`src/rtl/uart_pkg.sv`:
```
// uart_pkg: shared states, parity modes and helpers for the parametrised UART receiver
package uart_pkg;
    typedef enum logic [2:0] {IDLE, DATA, PARITY, STOP, BREAK} state_t;
    localparam int PARITY_NONE = 0;
    localparam int PARITY_EVEN = 1;
    localparam int PARITY_ODD  = 2;
    function automatic int clog2_safe(input int v);
        return (v <= 2) ? 1 : $clog2(v);
    endfunction
endpackage

```
`src/rtl/uart_rx_sync.sv`:
```
// uart_rx_sync: 2-flop line synchroniser; UART_RX_MAJORITY_EN adds a 3-sample majority bit source
module uart_rx_sync (
    input  logic clk,
    input  logic rst,
    input  logic din,
    output logic din_s,
    output logic bit_s
);
    logic meta;
    always_ff @(posedge clk) begin
        if (rst) {meta, din_s} <= 2'b11;
        else {meta, din_s} <= {din, meta};
    end
`ifdef UART_RX_MAJORITY_EN
    logic [1:0] hist;
    always_ff @(posedge clk) begin
        if (rst) hist <= 2'b11;
        else hist <= {hist[0], din_s};
    end
    assign bit_s = (din_s & hist[0]) | (din_s & hist[1]) | (hist[0] & hist[1]);
`else
    assign bit_s = din_s;
`endif
endmodule

```
`src/rtl/uart_rx_param.sv`:
```
// uart_rx_param: parametrised UART receiver with error flags and valid/ready holding register (majority sampling: UART_RX_MAJORITY_EN)
module uart_rx_param import uart_pkg::*; #(
    parameter int CLK_DIV     = 1042,
    parameter int DATA_BITS   = 8,
    parameter int PARITY_MODE = 0,
    parameter int STOP_BITS   = 1
) (
    input  logic                 clk,
    input  logic                 rst,
    input  logic                 din,
    output logic [DATA_BITS-1:0] dout,
    output logic                 dvalid,
    input  logic                 dready,
    output logic                 frame_err,
    output logic                 parity_err,
    output logic                 overrun,
    output logic                 busy
);
    localparam int CW   = clog2_safe(CLK_DIV);
    localparam int HALF = CLK_DIV / 2;
`ifdef UART_RX_MAJORITY_EN
    localparam int MIN_DIV = 6;
`else
    localparam int MIN_DIV = 4;
`endif
    if (CLK_DIV < MIN_DIV || DATA_BITS < 5 || DATA_BITS > 9 || PARITY_MODE < 0 || PARITY_MODE > 2 ||
        STOP_BITS < 1 || STOP_BITS > 2) begin : g_bad_param
        $error("uart_rx_param: illegal parameter combination");
    end
    state_t state, state_n;
    logic din_s, bit_s;
    logic [CW-1:0] cnt, cnt_n;
    logic [3:0] bcnt;
    logic scnt, ferr, perr, tick, commit, ferr_n;
    logic [DATA_BITS-1:0] shreg;
    uart_rx_sync u_sync (
        .clk  (clk),
        .rst  (rst),
        .din  (din),
        .din_s(din_s),
        .bit_s(bit_s)
    );
    always_ff @(posedge clk) begin
        if (rst) begin
            state <= IDLE;
            cnt   <= '0;
        end else begin
            state <= state_n;
            cnt   <= cnt_n;
        end
    end
    always_comb begin
        tick    = cnt == CW'(CLK_DIV - 1);
        ferr_n  = ferr | ~bit_s;
        state_n = state;
        cnt_n   = tick ? '0 : cnt + 1'b1;
        commit  = 1'b0;
        case (state)
            IDLE: begin
                cnt_n   = (din_s || cnt == CW'(HALF - 1)) ? '0 : cnt + 1'b1;
                state_n = (!din_s && !bit_s && cnt == CW'(HALF - 1)) ? DATA : IDLE;
            end
            DATA: if (tick && bcnt == 4'(DATA_BITS - 1))
                state_n = (PARITY_MODE != PARITY_NONE) ? PARITY : STOP;
            PARITY: if (tick) state_n = STOP;
            STOP: begin
                commit = tick && scnt == 1'(STOP_BITS - 1);
                if (commit) state_n = ferr_n ? BREAK : IDLE;
            end
            BREAK: begin
                cnt_n   = '0;
                state_n = din_s ? IDLE : BREAK;
            end
            default: state_n = IDLE;
        endcase
    end
    always_ff @(posedge clk) begin
        if (rst) begin
            bcnt       <= '0;
            scnt       <= 1'b0;
            ferr       <= 1'b0;
            perr       <= 1'b0;
            shreg      <= '0;
            dout       <= '0;
            dvalid     <= 1'b0;
            frame_err  <= 1'b0;
            parity_err <= 1'b0;
            overrun    <= 1'b0;
            busy       <= 1'b0;
        end else begin
            overrun <= commit && dvalid && !dready;
            if (state == IDLE && state_n == DATA) begin
                busy <= 1'b1;
                bcnt <= '0;
                scnt <= 1'b0;
                ferr <= 1'b0;
                perr <= 1'b0;
            end
            if (state == DATA && tick) begin
                shreg <= {bit_s, shreg[DATA_BITS-1:1]};
                bcnt  <= bcnt + 1'b1;
            end
            if (state == PARITY && tick) perr <= ^shreg ^ bit_s ^ (PARITY_MODE == PARITY_ODD);
            if (state == STOP && tick) begin
                scnt <= scnt + 1'b1;
                ferr <= ferr_n;
            end
            // a commit in the same cycle as an accept keeps dvalid high with the new word
            if (commit && (!dvalid || dready)) begin
                dout       <= shreg;
                frame_err  <= ferr_n;
                parity_err <= perr;
                dvalid     <= 1'b1;
            end else if (dvalid && dready) dvalid <= 1'b0;
            if ((commit && !ferr_n) || (state == BREAK && din_s)) busy <= 1'b0;
        end
    end
endmodule

```
`config.mk`:
```
export PLATFORM = sky130hd
export DESIGN_NAME = uart_rx_param
export DESIGN_NICKNAME = d
export VERILOG_FILES = /design/src/rtl/uart_pkg.sv /design/src/rtl/uart_rx_sync.sv /design/src/rtl/uart_rx_param.sv
export SDC_FILE = /design/constraint.sdc
export NUM_CORES = 1
export LEC_CHECK = 0
export CORE_MARGIN = 4
export CORE_UTILIZATION = 55
export CTS_BUF_LIST = sky130_fd_sc_hd__clkbuf_4 sky130_fd_sc_hd__clkbuf_8 sky130_fd_sc_hd__clkbuf_16
export CTS_CLUSTER_SIZE = 8
export DETAILED_ROUTE_END_ITERATION = 10
export PLACE_DENSITY_LB_ADDON = 0.25
export SETUP_SLACK_MARGIN = 0.2
export SKIP_LAST_GASP = 1
export SLEW_MARGIN = 20
export SYNTH_ARGS = -nofsm -noshare
export SYNTH_HDL_FRONTEND = slang
export SYNTH_SLANG_ARGS = --single-unit
```
`constraint.sdc`:
```
create_clock -name clk -period 5.5 [get_ports clk]
set_clock_uncertainty 0.1 [all_clocks]
set_input_delay 1.1 -clock clk [delete_from_list [all_inputs] [get_ports clk]]
set_output_delay 1.1 -clock clk [all_outputs]
set_load 0.1 [all_outputs]
```
==> Yosys cells after proc, flatten, opt, wreduce, memory -nomap -nowiden <==
Index checks and enable logic that the tools add are counted.
{ "totals": {"regBits": 44, "latchBits": 0, "ramBits": 0, "romBits": 0, "in_bits": 4, "output_inout_bits": 13, "word_cells": 76, "n_memories": 0} }
{ "op_classes": {"n_addsub": 3, "mul": 0, "div": 0, "order_cmp": 0, "n_eq_ne": 8, "shift": 0, "muxes": 19, "bitwise_logic": 4, "reduce_logical": 27} }
{ "op_table": {"columns": ["operator", "n"], "rows": [
  ["11-bit two-way mux", 2],
  ["11-bit one-hot mux with 2 select lines", 1],
  ["3-bit two-way mux", 5],
  ["3-bit one-hot mux with 5 select lines", 1],
  ["1-bit logical AND", 13],
  ["11-bit by 1-bit adder with 11-bit output, second input constant", 1],
  ["11-bit by 10-bit == test with 1-bit output, second input constant", 1],
  ["11-bit == test, second input constant", 1],
  ["1-bit two-way mux", 8],
  ["4-bit two-way mux", 2],
  ["2-bit nonzero test", 4],
  ["8-bit parity", 1],
  ["3-bit by 1-bit == test with 1-bit output, second input constant", 2],
  ["3-bit by 2-bit == test with 1-bit output, second input constant", 2],
  ["4-bit by 1-bit adder with 4-bit output, second input constant", 1],
  ["4-bit by 3-bit == test with 1-bit output, second input constant", 1],
  ["1-bit logical NOT", 4],
  ["3-bit == test, second input constant", 1],
  ["3-bit logical NOT", 1],
  ["1-bit logical OR", 3],
  ["1-bit inverter", 2],
  ["2-bit OR reduction", 1],
  ["1-bit adder, second input constant", 1],
  ["1-bit bitwise OR", 1],
  ["1-bit bitwise XOR", 1]
]} }

==> Longest topological paths before layout <==
{ "depth": {"depth_word": 9, "depth_mapped": 8, "depth_no_buf": 6} }

==> Modules after synthesis <==
A second synthesis with hierarchy kept.
{ "hier_totals": {"hier_cells": 217, "area_unflattened_um2": 1995.7} }
{ "modules_own_cells": {"columns": ["module", "n_inst", "cells_per_inst", "area_each_um2", "seq_area_each_um2"], "rows": [
  ["uart_rx_param", 1, 212, 1935.6, 840.8],
  ["uart_rx_sync", 1, 5, 60.1, 40.0]
]} }

==> Worst setup path before layout <==
OpenSTA, ideal clock, no wires.
{ "synth_timing": {"path_type": "flip-flop to output port", "from": "reg dvalid", "to": "out dvalid", "arrival_time_ns": 0.935, "required_ns": 4.300, "slack_ns": 3.365, "stages_incl_launch_ff": 1, "path_buffers": 0, "path_cell_list": "dfxtp_1"} }
{ "synth_rtl": {"columns": ["element", "line", "source"], "rows": [
  ["start, declared", "uart_rx_param.sv:12", "output logic dvalid,"],
  ["start signal, assigned", "uart_rx_param.sv:85", "dvalid <= 1'b0;"],
  ["start signal, assigned", "uart_rx_param.sv:113", "dvalid <= 1'b1;"],
  ["start signal, assigned", "uart_rx_param.sv:114", "end else if (dvalid && dready) dvalid <= 1'b0;"]
]} }
No word-level cell between the ends.

==> Final worst setup path <==
{ "layout_timing": {"from": "reg dvalid", "to": "out dvalid"} }
No word-level cell between the ends.

==> impl_metrics.json <==
{
  "status": "finished clean",
  "clk_latency_ns": 0.30,
  "yosysTopAreaCell": "dfxtp_1",
  "max_stage_delay_ns": 1.13,
  "cp.required_ns": 4.30,
  "power_density_mw_per_mm2": 239,
  "worst_slack_ns": 2.53,
  "cts_htree_levels": 2,
  "crit_slowest_cell": "clkdlybuf4s50_1",
  "period_needed_ns": 2.97,
  "grt_usage_pct": 20.6,
  "num_io_pins": 17,
  "cts_hold_buf": 0,
  "drt-initial-drc-count": 132,
  "synth_warnings": 0,
  "netlist_area_sq_mm": 0.00203,
  "worstPathArrival_ns": 1.77,
  "syn_area_per_cell_sq_um": 8.64,
  "relSlewSlack_pct": 34.8,
  "ant_nets": 0,
  "drt-met1-wl_um": 2000,
  "grt_max_degree": 35,
  "worst_slew_pin_slew_ns": 0.975,
  "numPortBuffers": 16,
  "dieArea_sq_mm": 0.00473,
  "gr-total-overflow": 0,
  "cts_tree": "yes",
  "synthTopCellsByArea": "dfxtp_1 43%, a21oi_1 6.7%, nand4_1 4.9%",
  "crit_family": "buffers and inverters",
  "cp_max_fo": 3,
  "seq_area_frac_synth_pct": 43.4,
  "root_buffer": "clkbuf_8",
  "vias": 1737,
  "cts_resized": 0,
  "layout-drive-gt1-share_pct": 5.76,
  "met2_length_um": 1860,
  "drt-vias-per-instance": 6.01,
  "cts_setup_buffers": 0,
  "yosysUniqueCellTypes": 38,
  "coreArea_sq_mm": 0.00344,
  "die_h_um": 68.7,
  "area_delta_synth_final_pct": 12.6,
  "p_leak_nw": 0.751,
  "setup_tns_ns": 0,
  "clockBufferDepth": 2,
  "top_layer": "met4",
  "grt_pass1_vias": 1638,
  "start_kind": "flip-flop",
  "fillCellCount": 292,
  "post-place-ws_ns": 2.78,
  "die_x_um": 68.7,
  "grt_pass1_wl_um": 7300,
  "routed_wl_um": 4120,
  "rrSetupSlack_ns": 3.07,
  "cts.sinks": 44,
  "layout.nets": 251,
  "period_share_pct": 54.1,
  "maxSlewViolCount": 0,
  "fmax_ghz": 0.336,
  "crit_path_end_kind": "output pin",
  "synth_top_area_share_pct": 43.4,
  "path_buf_inv": 1,
  "route.met3.wl_um": 193,
  "path_clk_slew_ns": 0.08,
  "hp-class": "reg2reg",
  "setup_viol": 0,
  "drv_cap": 0,
  "place.gp.congestion": 0.835,
  "hpwl_um": 2820,
  "syn-num-nets": 243,
  "drc": 0,
  "cts_buffers": 5,
  "crit_chain": "clkdlybuf4s50_1",
  "antenna_found_initial": 0,
  "wl_per_cell_um": 14.2,
  "drt_pass1_iterations": 4,
  "timing.final.hold_violations": 0,
  "synthCells": 235,
  "final_cell_mix": "44 x dfxtp_1, 27 x a21oi_1, 25 x nand2_1, 16 x nand4_1, 16 x clkdlybuf4s50_1",
  "criticalPathCategory": "reg2out",
  "ys_ff_latch": 44,
  "final_common_cell": "dfxtp_1",
  "vdd_drop_max_uv": 151,
  "rsz0062_at_grt": "no",
  "rows": 21,
  "start_util_pct": 59.0,
  "diodes": 0
}
[report_power, final]
part	internal (W)	switching, W	total [W]	leakage (nW)
clock network	0.000112	0.000102	0.000213	0.0503
registers	0.000319	0.00000109	0.000320	0.355
logic	0.00000507	0.00000625	0.0000113	0.346
[sequential cells by signal, indices dropped and copies added (netlist names)]
name / count
shreg: 8
bcnt: 4
dout: 8
parity_err: 1
ferr: 1
frame_err: 1
u_sync.meta: 1
overrun: 1
state: 3
busy: 1
u_sync.bit_s: 1
dvalid: 1
cnt: 11
scnt: 1
perr: 1
[worst paths after layout]
path	to	startpoint	cells past startpoint
setup / recovery	dvalid	dvalid$_SDFFE_PP0P_	1
hold / removal	u_sync.bit_s$_SDFF_PP1_	u_sync.meta$_SDFF_PP1_	1
setup reg to reg	bcnt[3]$_SDFFE_PP0P_	cnt[0]$_SDFF_PP0_	5
hold reg to reg	u_sync.bit_s$_SDFF_PP1_	u_sync.meta$_SDFF_PP1_	1
[area by class of cell]
type                            instances  area (sq um)  area share (%)
Inverter                                3          11.3           0.493
Multi-Input combinational cell        171          1060            46.5
Tap cell                               46          57.6            2.52
Sequential cell                        44           881            38.6
Timing Repair Buffer                   18           175            7.67
Clock buffer                            7          96.3            4.22
[cell families after synthesis]
group,synth area share [%]
AND/OR/NAND/NOR,30.4
AO/OA/AOI/OAI,12.4
flip-flops,43.4
buffers and inverters,4.19
XOR/XNOR,7.15
adder cells (fa/ha/maj),2.47
[metal layers]
layer | vias to the layer above | track usage, %
li1 | 862 | -
met1 | 830 | 27.4
met2 | 39 | 31.3
met3 | 6 | 5.83
met4 | 0 | 8.52
met5 | - | 0
[stage by stage]
stage          power, W  cells  util (%)  hold slack [ns]  cell area [sq um]
3_3_place_gp   0.000339    282      63.6            0.305               2190
4_1_cts        0.000552    289      66.4            0.319               2280
3_5_place_dp   0.000339    282      63.6            0.298               2190
2_1_floorplan  0.000335    235         -            0.289               2030
5_1_grt        0.000569    289      66.4            0.333               2280
6_report       0.000545    289      66.4            0.315               2280
[synth_stat cells]
master    instances
buf_2             5
or2_2             3
a21o_1            2
a21oi_1          27
or4_1             1
nand2_1          25
nor4_4            1
a31oi_1           3
inv_1             3
nor3b_1           3
o311ai_0          1
a311oi_1          1
nor4bb_1          2
o21ai_0          10
nor4b_1           1
o21bai_1          1
nor2_1            3
nand4_2           1
and3_1            2
nand4b_1          2
nor2b_1           5
xnor3_1           1
and4_1            3
xor2_1            7
nor4_1            1
or3_1             3
or4b_1            2
nand2b_1          5
buf_4             1
o211ai_1          1
ha_1              4
xnor2_1           7
nand4_1          16
nor3_1           13
nand3_1          13
clkbuf_1         11
dfxtp_1          44
and2_1            1
(Power assumes the default switching activity.)
